### config.mk
export PLATFORM = sky130hd
export DESIGN_NAME = line_buffer_feeder_flat
export DESIGN_NICKNAME = d
export VERILOG_FILES = /design/src/rtl/line_buffer_feeder_pkg.sv /design/src/rtl/line_buffer_feeder_if.sv /design/src/rtl/line_buffer_feeder_rr.sv /design/src/rtl/line_buffer_feeder.sv /design/src/flat_wrapper.sv
export SDC_FILE = /design/constraint.sdc
export NUM_CORES = 1
export LEC_CHECK = 0
export ABC_AREA = 1
export BUFFER_PORTS_ARGS = -buffer_cell sky130_fd_sc_hd__buf_4
export CORE_ASPECT_RATIO = 0.75
export CORE_MARGIN = 4
export CORE_UTILIZATION = 40
export DETAILED_ROUTE_END_ITERATION = 10
export RECOVER_POWER = 25
export REMOVE_ABC_BUFFERS = 1
export SETUP_SLACK_MARGIN = 0.4
export SYNTH_ARGS = -nofsm -noshare
export SYNTH_HDL_FRONTEND = slang
export SYNTH_HIERARCHICAL = 1
export SYNTH_SLANG_ARGS = --single-unit
### constraint.sdc
create_clock -name clk -period 4.4 [get_ports clk]
set_clock_uncertainty 0.2 [all_clocks]
set_input_delay 0.88 -clock clk [delete_from_list [all_inputs] [get_ports clk]]
set_output_delay 0.88 -clock clk [all_outputs]
set_load 0.01 [all_outputs]
### src/rtl/line_buffer_feeder_pkg.sv
// Shared types and defaults for the HEVC line-buffer feeder.
// Header layout: {ext_size, real_size}, real_size in the low field.
package hevc_lb_pkg;

  localparam int LB_DATA_W    = 18;
  localparam int LB_SIZE_W    = 7;
  localparam int HDR_REAL_LSB = 0;

  typedef enum logic {
    IDLE,
    STREAM
  } lb_state_t;

endpackage

### src/rtl/line_buffer_feeder_if.sv
// FIFO-side read and write interfaces, one strobe lane per flux.
// The actor modport faces the feeder; the fifo modport faces the storage.
interface read_interface #(
  parameter int FLUX = 2,
  parameter int W    = 8
);
  logic [FLUX-1:0][W-1:0] dout;
  logic [FLUX-1:0]        empty;
  logic [FLUX-1:0]        read;

  modport actor (input dout, input empty, output read);
  modport fifo  (output dout, output empty, input read);
endinterface

interface write_interface #(
  parameter int FLUX = 2,
  parameter int W    = 8
);
  logic [W-1:0]    din;
  logic [FLUX-1:0] full;
  logic [FLUX-1:0] write;

  modport actor (output din, input full, output write);
  modport fifo  (input din, output full, input write);
endinterface

### src/rtl/line_buffer_feeder_rr.sv
// Round-robin arbiter: first requester strictly after ptr, wrapping.
// ptr is the last flux served.
module flux_rr_arbiter #(
  parameter int FLUX      = 2,
  parameter int TAG_WIDTH = $clog2(FLUX)
) (
  input  logic [FLUX-1:0]      req,
  input  logic [TAG_WIDTH-1:0] ptr,
  output logic                 grant_valid,
  output logic [TAG_WIDTH-1:0] grant_tag
);

  int idx;

  // scan far-to-near so the nearest requester after ptr wins
  always_comb begin
    grant_valid = 1'b0;
    grant_tag   = '0;
    idx         = 0;
    for (int k = FLUX; k >= 1; k--) begin
      idx = int'(ptr) + k;
      if (idx >= FLUX) idx = idx - FLUX;
      if (req[idx[TAG_WIDTH-1:0]]) begin
        grant_valid = 1'b1;
        grant_tag   = idx[TAG_WIDTH-1:0];
      end
    end
  end

endmodule

### src/rtl/line_buffer_feeder.sv
// Multi-flux feeder: per flux, a header yields two size tokens,
// then ext*real pels are forwarded, all tagged with the flux index.
module line_buffer_feeder
  import hevc_lb_pkg::*;
#(
  parameter int FLUX       = 2,
  parameter int DATA_WIDTH = LB_DATA_W,
  parameter int SIZE_WIDTH = LB_SIZE_W,
  parameter int TAG_WIDTH  = $clog2(FLUX)
) (
  input  logic         clk,
  input  logic         rst,
  read_interface.actor  read_port_in_hdr,
  read_interface.actor  read_port_in_pel,
  write_interface.actor write_port_ext_size,
  write_interface.actor write_port_real_size,
  write_interface.actor write_port_out_pel
);

  localparam int EXT_LSB = HDR_REAL_LSB + SIZE_WIDTH;

  typedef logic [SIZE_WIDTH-1:0] sz_t;

  lb_state_t state_q [FLUX];
  lb_state_t state_d [FLUX];
  sz_t       cnt_h_q [FLUX];
  sz_t       cnt_h_d [FLUX];
  sz_t       cnt_v_q [FLUX];
  sz_t       cnt_v_d [FLUX];
  sz_t       max_h_q [FLUX];
  sz_t       max_h_d [FLUX];
  sz_t       max_v_q [FLUX];
  sz_t       max_v_d [FLUX];

  logic [TAG_WIDTH-1:0]  rr_q;
  logic [TAG_WIDTH-1:0]  rr_d;
  logic [FLUX-1:0]       req;
  logic                  gnt_valid;
  logic [TAG_WIDTH-1:0]  gnt_tag;
  logic                  go;
  sz_t                   hdr_ext;
  sz_t                   hdr_rl;
  logic [DATA_WIDTH-1:0] pel;

  always_comb begin
    req = '0;
    for (int i = 0; i < FLUX; i++) begin
      if (state_q[i] == IDLE)
        req[i] = !read_port_in_hdr.empty[i]
               & !write_port_ext_size.full[i]
               & !write_port_real_size.full[i];
      else
        req[i] = !read_port_in_pel.empty[i]
               & !write_port_out_pel.full[i];
    end
  end

  flux_rr_arbiter #(
    .FLUX      (FLUX),
    .TAG_WIDTH (TAG_WIDTH)
  ) u_arb (
    .req         (req),
    .ptr         (rr_q),
    .grant_valid (gnt_valid),
    .grant_tag   (gnt_tag)
  );

  assign go      = rst & gnt_valid;
  assign hdr_ext = read_port_in_hdr.dout[gnt_tag][EXT_LSB +: SIZE_WIDTH];
  assign hdr_rl  = read_port_in_hdr.dout[gnt_tag][HDR_REAL_LSB +: SIZE_WIDTH];
  assign pel     = read_port_in_pel.dout[gnt_tag][DATA_WIDTH-1:0];

  always_ff @(posedge clk or negedge rst) begin
    if (!rst) begin
      rr_q <= TAG_WIDTH'(FLUX - 1);
      for (int i = 0; i < FLUX; i++) begin
        state_q[i] <= IDLE;
        cnt_h_q[i] <= '0;
        cnt_v_q[i] <= '0;
        max_h_q[i] <= '0;
        max_v_q[i] <= '0;
      end
    end else begin
      rr_q    <= rr_d;
      state_q <= state_d;
      cnt_h_q <= cnt_h_d;
      cnt_v_q <= cnt_v_d;
      max_h_q <= max_h_d;
      max_v_q <= max_v_d;
    end
  end

  always_comb begin
    rr_d    = rr_q;
    state_d = state_q;
    cnt_h_d = cnt_h_q;
    cnt_v_d = cnt_v_q;
    max_h_d = max_h_q;
    max_v_d = max_v_q;
    if (gnt_valid) begin
      rr_d = gnt_tag;
      unique case (state_q[gnt_tag])
        IDLE: begin
          max_h_d[gnt_tag] = hdr_rl;
          max_v_d[gnt_tag] = hdr_ext;
          cnt_h_d[gnt_tag] = '0;
          cnt_v_d[gnt_tag] = '0;
          // empty blocks still emit tokens but never stream
          if (hdr_ext == '0 || hdr_rl == '0)
            state_d[gnt_tag] = IDLE;
          else
            state_d[gnt_tag] = STREAM;
        end
        STREAM: begin
          if (cnt_h_q[gnt_tag] == max_h_q[gnt_tag] - sz_t'(1)) begin
            cnt_h_d[gnt_tag] = '0;
            if (cnt_v_q[gnt_tag] == max_v_q[gnt_tag] - sz_t'(1)) begin
              cnt_v_d[gnt_tag] = '0;
              state_d[gnt_tag] = IDLE;
            end else begin
              cnt_v_d[gnt_tag] = cnt_v_q[gnt_tag] + sz_t'(1);
            end
          end else begin
            cnt_h_d[gnt_tag] = cnt_h_q[gnt_tag] + sz_t'(1);
          end
        end
        default: ;
      endcase
    end
  end

  always_comb begin
    read_port_in_hdr.read      = '0;
    read_port_in_pel.read      = '0;
    write_port_ext_size.write  = '0;
    write_port_ext_size.din    = '0;
    write_port_real_size.write = '0;
    write_port_real_size.din   = '0;
    write_port_out_pel.write   = '0;
    write_port_out_pel.din     = '0;
    if (go) begin
      unique case (state_q[gnt_tag])
        IDLE: begin
          read_port_in_hdr.read[gnt_tag]      = 1'b1;
          write_port_ext_size.write[gnt_tag]  = 1'b1;
          write_port_real_size.write[gnt_tag] = 1'b1;
          write_port_ext_size.din             = {gnt_tag, hdr_ext};
          write_port_real_size.din            = {gnt_tag, hdr_rl};
        end
        STREAM: begin
          read_port_in_pel.read[gnt_tag]    = 1'b1;
          write_port_out_pel.write[gnt_tag] = 1'b1;
          write_port_out_pel.din            = {gnt_tag, pel};
        end
        default: ;
      endcase
    end
  end

endmodule

### src/flat_wrapper.sv
// flat-port wrapper written by rule: the top's interface ports become plain ports
module line_buffer_feeder_flat import hevc_lb_pkg::*;
#(
  parameter int FLUX       = 2,
  parameter int DATA_WIDTH = LB_DATA_W,
  parameter int SIZE_WIDTH = LB_SIZE_W,
  parameter int TAG_WIDTH  = $clog2(FLUX)
)
  (clk, rst, read_port_in_hdr_dout, read_port_in_hdr_empty, read_port_in_hdr_read, read_port_in_pel_dout, read_port_in_pel_empty, read_port_in_pel_read, write_port_ext_size_din, write_port_ext_size_full, write_port_ext_size_write, write_port_real_size_din, write_port_real_size_full, write_port_real_size_write, write_port_out_pel_din, write_port_out_pel_full, write_port_out_pel_write);
  read_interface #(.FLUX(FLUX), .W((2 * (7) + (1)))) read_port_in_hdr_i ();
  read_interface #(.FLUX(FLUX), .W(((18) + (1)))) read_port_in_pel_i ();
  write_interface #(.FLUX(FLUX), .W(((7) + (1)))) write_port_ext_size_i ();
  write_interface #(.FLUX(FLUX), .W(((7) + (1)))) write_port_real_size_i ();
  write_interface #(.FLUX(FLUX), .W(((18) + (1)))) write_port_out_pel_i ();
  input  logic clk;
  input  logic rst;
  input wire logic [$bits(read_port_in_hdr_i.dout)-1:0] read_port_in_hdr_dout;
  input wire logic [$bits(read_port_in_hdr_i.empty)-1:0] read_port_in_hdr_empty;
  output wire logic [$bits(read_port_in_hdr_i.read)-1:0] read_port_in_hdr_read;
  input wire logic [$bits(read_port_in_pel_i.dout)-1:0] read_port_in_pel_dout;
  input wire logic [$bits(read_port_in_pel_i.empty)-1:0] read_port_in_pel_empty;
  output wire logic [$bits(read_port_in_pel_i.read)-1:0] read_port_in_pel_read;
  output wire logic [$bits(write_port_ext_size_i.din)-1:0] write_port_ext_size_din;
  input wire logic [$bits(write_port_ext_size_i.full)-1:0] write_port_ext_size_full;
  output wire logic [$bits(write_port_ext_size_i.write)-1:0] write_port_ext_size_write;
  output wire logic [$bits(write_port_real_size_i.din)-1:0] write_port_real_size_din;
  input wire logic [$bits(write_port_real_size_i.full)-1:0] write_port_real_size_full;
  output wire logic [$bits(write_port_real_size_i.write)-1:0] write_port_real_size_write;
  output wire logic [$bits(write_port_out_pel_i.din)-1:0] write_port_out_pel_din;
  input wire logic [$bits(write_port_out_pel_i.full)-1:0] write_port_out_pel_full;
  output wire logic [$bits(write_port_out_pel_i.write)-1:0] write_port_out_pel_write;
  assign read_port_in_hdr_i.dout = read_port_in_hdr_dout;
  assign read_port_in_hdr_i.empty = read_port_in_hdr_empty;
  assign read_port_in_hdr_read = read_port_in_hdr_i.read;
  assign read_port_in_pel_i.dout = read_port_in_pel_dout;
  assign read_port_in_pel_i.empty = read_port_in_pel_empty;
  assign read_port_in_pel_read = read_port_in_pel_i.read;
  assign write_port_ext_size_din = write_port_ext_size_i.din;
  assign write_port_ext_size_i.full = write_port_ext_size_full;
  assign write_port_ext_size_write = write_port_ext_size_i.write;
  assign write_port_real_size_din = write_port_real_size_i.din;
  assign write_port_real_size_i.full = write_port_real_size_full;
  assign write_port_real_size_write = write_port_real_size_i.write;
  assign write_port_out_pel_din = write_port_out_pel_i.din;
  assign write_port_out_pel_i.full = write_port_out_pel_full;
  assign write_port_out_pel_write = write_port_out_pel_i.write;
  line_buffer_feeder #(.FLUX(FLUX), .DATA_WIDTH(DATA_WIDTH), .SIZE_WIDTH(SIZE_WIDTH), .TAG_WIDTH(TAG_WIDTH)) u_core (.clk(clk), .rst(rst), .read_port_in_hdr(read_port_in_hdr_i), .read_port_in_pel(read_port_in_pel_i), .write_port_ext_size(write_port_ext_size_i), .write_port_real_size(write_port_real_size_i), .write_port_out_pel(write_port_out_pel_i));
endmodule
# Word level (Yosys, flattened, before mapping)
# Index checks and enable logic that the tools add are counted.
# totals
reg_bits	59
inputBits	80
output_inout_bits	45
elab_cells	124
# classes
n_addsub	8
order_cmp	8
eq_ne	4
muxes	60
bitwise_logic	15
reduce_logical	18
# ops
operator	n
$mux 7	13
$mux 14	5
$bwmux 14	4
$pmux 14 s2	2
$mux 19	2
$mux 18	2
$mux 8	4
$and 14x14->14	2
$mux 1	17
$add 7x1->7 const B	2
$eq 7x7->1	2
$logic_not 7->1	2
$mux 2	7
$not 14->14	1
$sub 7x1->7 const B	2
$logic_not 1->1	10
$and 1x1->1	7
$demux 7 s1	1
$lt 1x2->1 const B	3
$ge 2x2->1 const B	2
$ne 2x1->1 const B	2
$pmux 2 s2	1
$reduce_and 2->1	2
$add 1x2->3 const B	1
other kinds (14)	17

# Longest topological paths before layout
# logic_depth
word_depth	18
depth_mapped	28
mapped_depth_nobuf	24

# Modules after synthesis
# Netlist, hierarchy kept.
# by_module_without_submodules
module	n_inst	cells_per_inst	area_each_um2	seq_area_each_um2
line_buffer_feeder	1	824	5059.9	1477.7
flux_rr_arbiter	1	3	15.0	0.0

# Worst setup path before layout
# OpenSTA, ideal clock, no wires.
# synth_timing
path_kind	in2out
start	in write_port_ext_size_full[0]
end	out write_port_out_pel_din[10]
arrival_ps	2833
required_time_ps	3320
path_slack_ps	487
cell_stages	13
n_path_buf	4
path_cell_list	nor3_1 -> nand2_1 -> o31ai_1 -> a21oi_1 -> buf_6 -> buf_6 -> buf_6 -> nor2_1 -> inv_1 -> nor2_1 -> nor2_1 -> buf_2 -> a21oi_1
# synth_via
elab_chain_cells	14
word_cells_on_any_way	21
cone_classes	mux (16); bitwise (4); reduce/logical (1)
# synth_rtl
element	line	text
start: declaration	flat_wrapper.sv:24	input wire logic [$bits(write_port_ext_size_i.full)-1:0] write_port_ext_size_full;
$logic_not 1->1 (*)	line_buffer_feeder.sv:50	& !write_port_ext_size.full[i]
$and 1x1->1 (*)	line_buffer_feeder.sv:50	
$and 1x1->1 (*)	line_buffer_feeder.sv:51	& !write_port_real_size.full[i];
$mux 1 (*)	line_buffer_feeder.sv:48	if (state_q[i] == IDLE)
named net u_core.req[0]	line_buffer_feeder.sv:37	logic [FLUX-1:0] req;
$mux 1 (not written as such) (2 in series)	line_buffer_feeder_rr.sv:23	if (req[idx[TAG_WIDTH-1:0]]) begin
$mux 1	line_buffer_feeder_rr.sv:23	
$mux 1 (*)	line_buffer_feeder_rr.sv:23	
named net u_core.gnt_tag	line_buffer_feeder.sv:39	logic [TAG_WIDTH-1:0] gnt_tag;
$not 1->2 (not written as such)	line_buffer_feeder.sv:142	unique case (state_q[gnt_tag])
$mux 1 (not written as such) (3 in series)	line_buffer_feeder.sv:142	
$mux 19 (*)	line_buffer_feeder.sv:142	
$mux 19 (*)	line_buffer_feeder.sv:141	if (go) begin
end: declaration	flat_wrapper.sv:29	output wire logic [$bits(write_port_out_pel_i.din)-1:0] write_port_out_pel_din;
# The timed path passes the listed nets; every way through them passes the cells marked *. The select of a mux whose other input is x is not followed.

# Worst setup path in the final report
# layout_timing
start	in read_port_in_hdr_empty[1]
end	out write_port_ext_size_din[0]
# layout_via
elab_chain_cells	14
word_cells_on_any_way	21
cone_classes	mux (16); bitwise (4); reduce/logical (1)
# layout_rtl
element	line	text
start: declaration	flat_wrapper.sv:18	input wire logic [$bits(read_port_in_hdr_i.empty)-1:0] read_port_in_hdr_empty;
$logic_not 1->1 (*)	line_buffer_feeder.sv:49	req[i] = !read_port_in_hdr.empty[i]
$and 1x1->1 (*)	line_buffer_feeder.sv:50	
$and 1x1->1 (*)	line_buffer_feeder.sv:51	
$mux 1 (*)	line_buffer_feeder.sv:48	
named net u_core.req[1]	line_buffer_feeder.sv:37	
$mux 1 (not written as such) (2 in series)	line_buffer_feeder_rr.sv:23	
$mux 1	line_buffer_feeder_rr.sv:23	
$mux 1 (*)	line_buffer_feeder_rr.sv:23	
named net u_core.gnt_tag	line_buffer_feeder.sv:39	
$not 1->2 (not written as such)	line_buffer_feeder.sv:142	
$mux 1 (not written as such) (3 in series)	line_buffer_feeder.sv:142	
$mux 8 (*)	line_buffer_feeder.sv:142	
$mux 8 (*)	line_buffer_feeder.sv:141	
end: declaration	flat_wrapper.sv:23	output wire logic [$bits(write_port_ext_size_i.din)-1:0] write_port_ext_size_din;
# Marks and branches as above.

==> run_summary.xml <==
<?xml version="1.0" encoding="UTF-8"?>
<metrics>
  <group name="status">
    <metric name="run_status" unit="">complete, but fails checks</metric>
    <metric name="failed_checks" unit="">capacitance limit, slew limit</metric>
  </group>
  <group name="logic_synthesis">
    <metric name="synth.distinct_cells" unit="">37</metric>
    <metric name="netlist_instances" unit="">827</metric>
    <metric name="yosys.area_share.simple" unit="%">46.18</metric>
    <metric name="synth.yosys.seq_area_share" unit="%">29.12</metric>
    <metric name="synth.ff_latch_count" unit="">59</metric>
    <metric name="synthXorXnorAreaFrac" unit="%">1.553</metric>
    <metric name="synth_enable_flop_cells" unit="">0</metric>
    <metric name="synth-compound-area-share" unit="%">9.788</metric>
    <metric name="synth-warning-count" unit="">6</metric>
    <metric name="synth_area" unit="sq um">5075</metric>
    <metric name="synth-async-reset-ratio" unit="%">100.0</metric>
    <metric name="synth_mux_area_share" unit="%">0.7890</metric>
    <metric name="synth-adder-area-share" unit="%">0.9862</metric>
    <metric name="largest_family_of_logic_cells_by_synthesized_area" unit="">simple AND/OR/NAND/NOR gates</metric>
    <metric name="synth_area_per_cell" unit="sq um">6.136</metric>
    <metric name="synth_ff_type" unit="">sky130_fd_sc_hd__dfrtp_1</metric>
  </group>
  <group name="cells_and_area">
    <metric name="finalCoreUtilization" unit="%">52.57</metric>
    <metric name="layout.cells.most_common" unit="">sky130_fd_sc_hd__nand2_1</metric>
    <metric name="final_design_area_no_fill" unit="sq um">6492</metric>
    <metric name="nFillCells" unit="">1300</metric>
    <metric name="design.final.nets" unit="">1027</metric>
    <metric name="share_of_layout_cells_above_drive_strength_1" unit="%">24.37</metric>
    <metric name="layout_common_cells" unit="">361 x sky130_fd_sc_hd__nand2_1, 139 x sky130_fd_sc_hd__buf_4, 78 x sky130_fd_sc_hd__nand3_1, 68 x sky130_fd_sc_hd__inv_1, 58 x sky130_fd_sc_hd__dfrtp_1</metric>
    <metric name="area_growth" unit="%">27.93</metric>
    <metric name="antenna_cells_inserted" unit="">0</metric>
  </group>
  <group name="clock_tree">
    <metric name="cts_inserted_buffers" unit="">9</metric>
    <metric name="worstSkewPairLatency" unit="ns">0.34</metric>
    <metric name="clock_tree.htree_level_count" unit="">3</metric>
    <metric name="clock_tree_from_tritoncts" unit="">yes</metric>
    <metric name="clk_pin_slew_worst_paths" unit="ns">0.05</metric>
    <metric name="clockBufferDepth" unit="">2</metric>
    <metric name="tritoncts_num_sinks" unit="">59</metric>
    <metric name="root_buffer_selected_by_cts" unit="">sky130_fd_sc_hd__clkbuf_16</metric>
    <metric name="holdBufCountCts" unit="">0</metric>
  </group>
  <group name="critical_path">
    <metric name="timing_worst_setup_path_type" unit="">input port to output port</metric>
    <metric name="timing.critical_path.to_type" unit="">output port</metric>
    <metric name="critical_path.startpoint" unit="">read_port_in_hdr_empty[1]</metric>
    <metric name="r2r_end" unit="">u_core/cnt_v_q[1]</metric>
    <metric name="critPathMaxFanout" unit="">14</metric>
    <metric name="worst_ep_required_time" unit="ns">3.32</metric>
    <metric name="reg2reg_depth" unit="">21</metric>
    <metric name="cp-start-kind" unit="">input port</metric>
    <metric name="crit_path_end" unit="">write_port_ext_size_din[0]</metric>
    <metric name="setup.reg_to_reg.worst_slack" unit="ns">1.00</metric>
    <metric name="cp.arrival" unit="ns">2.75</metric>
  </group>
  <group name="detailed_routing">
    <metric name="post_drt_via_cell_ratio" unit="">4.947</metric>
    <metric name="drt-total-wl" unit="microns">14940</metric>
    <metric name="dr.first_iter.drc_count" unit="">296</metric>
    <metric name="drc" unit="">0</metric>
    <metric name="vias" unit="">5511</metric>
    <metric name="avgRoutedWirePerCell" unit="microns">13.41</metric>
    <metric name="drtPass1Iterations" unit="">5</metric>
    <metric name="route.antenna.remaining_nets" unit="">0</metric>
  </group>
  <group name="pwr">
    <metric name="vdd.ir_drop.worst" unit="V">0.0002897</metric>
    <metric name="cellPowerDensity" unit="nW/um^2">534.0</metric>
    <metric name="fin_total_pwr" unit="mW">3.467</metric>
    <metric name="p_leak" unit="nW">3.561</metric>
  </group>
  <group name="sta">
    <metric name="unrepaired_setup_endpoints_after_global_routing" unit="">false</metric>
    <metric name="setup_slack" unit="ns">0.5699</metric>
    <metric name="timing.max_slew.rel_slack" unit="%">-2.680</metric>
    <metric name="tcrit_tclk_final" unit="%">87.05</metric>
    <metric name="achievable-frequency" unit="MHz">261.1</metric>
    <metric name="finish_stage_setup_viols" unit="">0</metric>
    <metric name="hold_viol_final" unit="">0</metric>
    <metric name="timing.final.max_slew_violations" unit="">60</metric>
    <metric name="finalCriticalPeriod" unit="ns">3.830</metric>
    <metric name="tightestPinTransition" unit="ns">1.540</metric>
  </group>
  <group name="grt">
    <metric name="grt_pass1_vias" unit="">5258</metric>
    <metric name="grt_overflow_total" unit="">0</metric>
    <metric name="antenna_violations_before_repair" unit="">0</metric>
    <metric name="global_route_usage_sum" unit="%">20.57</metric>
    <metric name="grt_start_max_net_pins" unit="">60</metric>
    <metric name="wire_length_of_the_first_global_routing_pass" unit="microns">25040</metric>
  </group>
  <group name="worst_hold_path">
    <metric name="worst_min_delay_path_category" unit="">flop to flop</metric>
  </group>
  <group name="placement">
    <metric name="gp_congestion" unit="">0.8553</metric>
    <metric name="buffer_ports.inserted" unit="">120</metric>
    <metric name="detailedPlacementHpwl" unit="microns">11260</metric>
    <metric name="placed_cell_area" unit="sq um">6073</metric>
    <metric name="dp_slack" unit="ns">0.1783</metric>
  </group>
  <group name="floorplan">
    <metric name="ioPinCount" unit="">125</metric>
    <metric name="initial_util" unit="%">41.09</metric>
    <metric name="die_h" unit="microns">105.5</metric>
    <metric name="fp-row-count" unit="">35</metric>
    <metric name="floorplan.die.width" unit="microns">138.1</metric>
    <metric name="floorplan.die_area" unit="sq um">14570</metric>
    <metric name="core" unit="sq um">12350</metric>
  </group>
  <group name="run">
    <metric name="drv_cap" unit="">1</metric>
  </group>
</metrics>
what timing repair did:
item / 4_1_cts / 5_1_grt
gates resized for setup: 1 / 18
hold endpoints to repair: 0 / 0
setup endpoints to repair: 22 / 58
buffers inserted: 4 / 1
where the power goes:
| part | total [mW] | internal, mW | leakage, nW | switching, mW |
|---|---|---|---|---|
| clock network | 0.760 | 0.493 | 0.147 | 0.267 |
| registers | 0.862 | 0.736 | 0.763 | 0.126 |
| logic | 1.85 | 0.645 | 2.65 | 1.20 |
| total | 3.47 | 1.87 | 3.56 | 1.59 |
sequential cells by signal, summed over array words and instances, names as in the netlist, named ones only:
signal	count
u_core/cnt_h_q	14
u_core/rr_q	1
u_core/cnt_v_q	14
u_core/max_h_q	14
u_core/max_v_q	14
critical path, stage by stage:
cell                      delay (ns)
sky130_fd_sc_hd__buf_4          0.12
sky130_fd_sc_hd__nor3_2         0.18
sky130_fd_sc_hd__nand2_1        0.07
sky130_fd_sc_hd__o31ai_1        0.09
sky130_fd_sc_hd__inv_1          0.12
sky130_fd_sc_hd__a21oi_4        0.24
sky130_fd_sc_hd__buf_6          0.15
sky130_fd_sc_hd__inv_6          0.06
sky130_fd_sc_hd__buf_4          0.17
sky130_fd_sc_hd__or2_2          0.27
sky130_fd_sc_hd__o21a_1         0.14
sky130_fd_sc_hd__inv_1          0.09
sky130_fd_sc_hd__nor2_1         0.04
sky130_fd_sc_hd__buf_4          0.14
cell families after synthesis:
kind of cell,after synthesis
AOI/OAI and AO/OA,92
xor gates and xnor gates,9
adders and majority gates,4
buffers and inverters,122
DFF,59
muxes,4
and+or+nand+nor,537
area by class of cell:
| cell class | count | area (sq um) | share of cell area, % |
|---|---|---|---|
| Clock inverter | 7 | 92.59 | 1.426 |
| Timing Repair Buffer | 145 | 1101 | 16.96 |
| Sequential cell | 59 | 1478 | 22.76 |
| Inverter | 82 | 316.6 | 4.876 |
| Multi-Input combinational cell | 646 | 3072 | 47.31 |
| Tap cell | 166 | 207.7 | 3.199 |
| Clock buffer | 9 | 225.2 | 3.469 |
stage by stage:
| step | hold slack (ns) | instances | setup TNS, ns |
|---|---|---|---|
| after floorplan | 0.2442 | 787 | -376.27 |
| after global placement | 0.2677 | 1093 | 0 |
| after detailed placement | 0.2739 | 1093 | 0 |
| after CTS | 0.2876 | 1113 | 0 |
| after global routing | 0.3156 | 1114 | 0 |
| final | 0.2854 | 1114 | 0 |
Yosys cell counts (5+ instances only):
| master | n | area share (%) |
|---|---|---|
| sky130_fd_sc_hd__nand2_1 | 361 | 27 |
| sky130_fd_sc_hd__nor2_2 | 6 | 0.74 |
| sky130_fd_sc_hd__nor2_4 | 5 | 1.1 |
| sky130_fd_sc_hd__o21ai_1 | 10 | 0.99 |
| sky130_fd_sc_hd__a21oi_1 | 25 | 2.5 |
| sky130_fd_sc_hd__nor2_1 | 43 | 3.2 |
| sky130_fd_sc_hd__inv_2 | 10 | 0.74 |
| sky130_fd_sc_hd__nand3_1 | 79 | 7.8 |
| sky130_fd_sc_hd__dfrtp_1 | 58 | 29 |
| sky130_fd_sc_hd__or2_2 | 6 | 0.74 |
| sky130_fd_sc_hd__buf_6 | 7 | 1.6 |
| sky130_fd_sc_hd__buf_2 | 7 | 0.69 |
| sky130_fd_sc_hd__buf_4 | 13 | 1.9 |
| sky130_fd_sc_hd__xor2_1 | 7 | 1.2 |
| sky130_fd_sc_hd__clkbuf_1 | 12 | 0.89 |
| sky130_fd_sc_hd__o21ai_2 | 5 | 0.86 |
| sky130_fd_sc_hd__nand2_4 | 5 | 1.1 |
| sky130_fd_sc_hd__o21ai_0 | 45 | 4.4 |
| sky130_fd_sc_hd__inv_1 | 69 | 5.1 |
| sky130_fd_sc_hd__nand2_2 | 13 | 1.6 |
worst min path at each step:
stage,from,end,slack (ns),depth (start not counted)
after CTS,u_core/max_v_q[11],u_core/max_v_q[11],0.29,2
after global placement,u_core/max_h_q[13],u_core/max_h_q[13],0.27,2
after floorplan,u_core/rr_q,u_core/rr_q,0.24,2
final,u_core/max_h_q[11],u_core/max_h_q[11],0.29,2
after global routing,u_core/cnt_v_q[0],u_core/cnt_v_q[0],0.32,2
after detailed placement,u_core/max_v_q[11],u_core/max_v_q[11],0.27,2
layer usage:
layer  GRT usage, %  wire [microns]
met1          27.46            6933
met2          34.05            7194
met3          4.172             634
met4          5.571             180
met5              0               0
(Power assumes the default switching activity.)
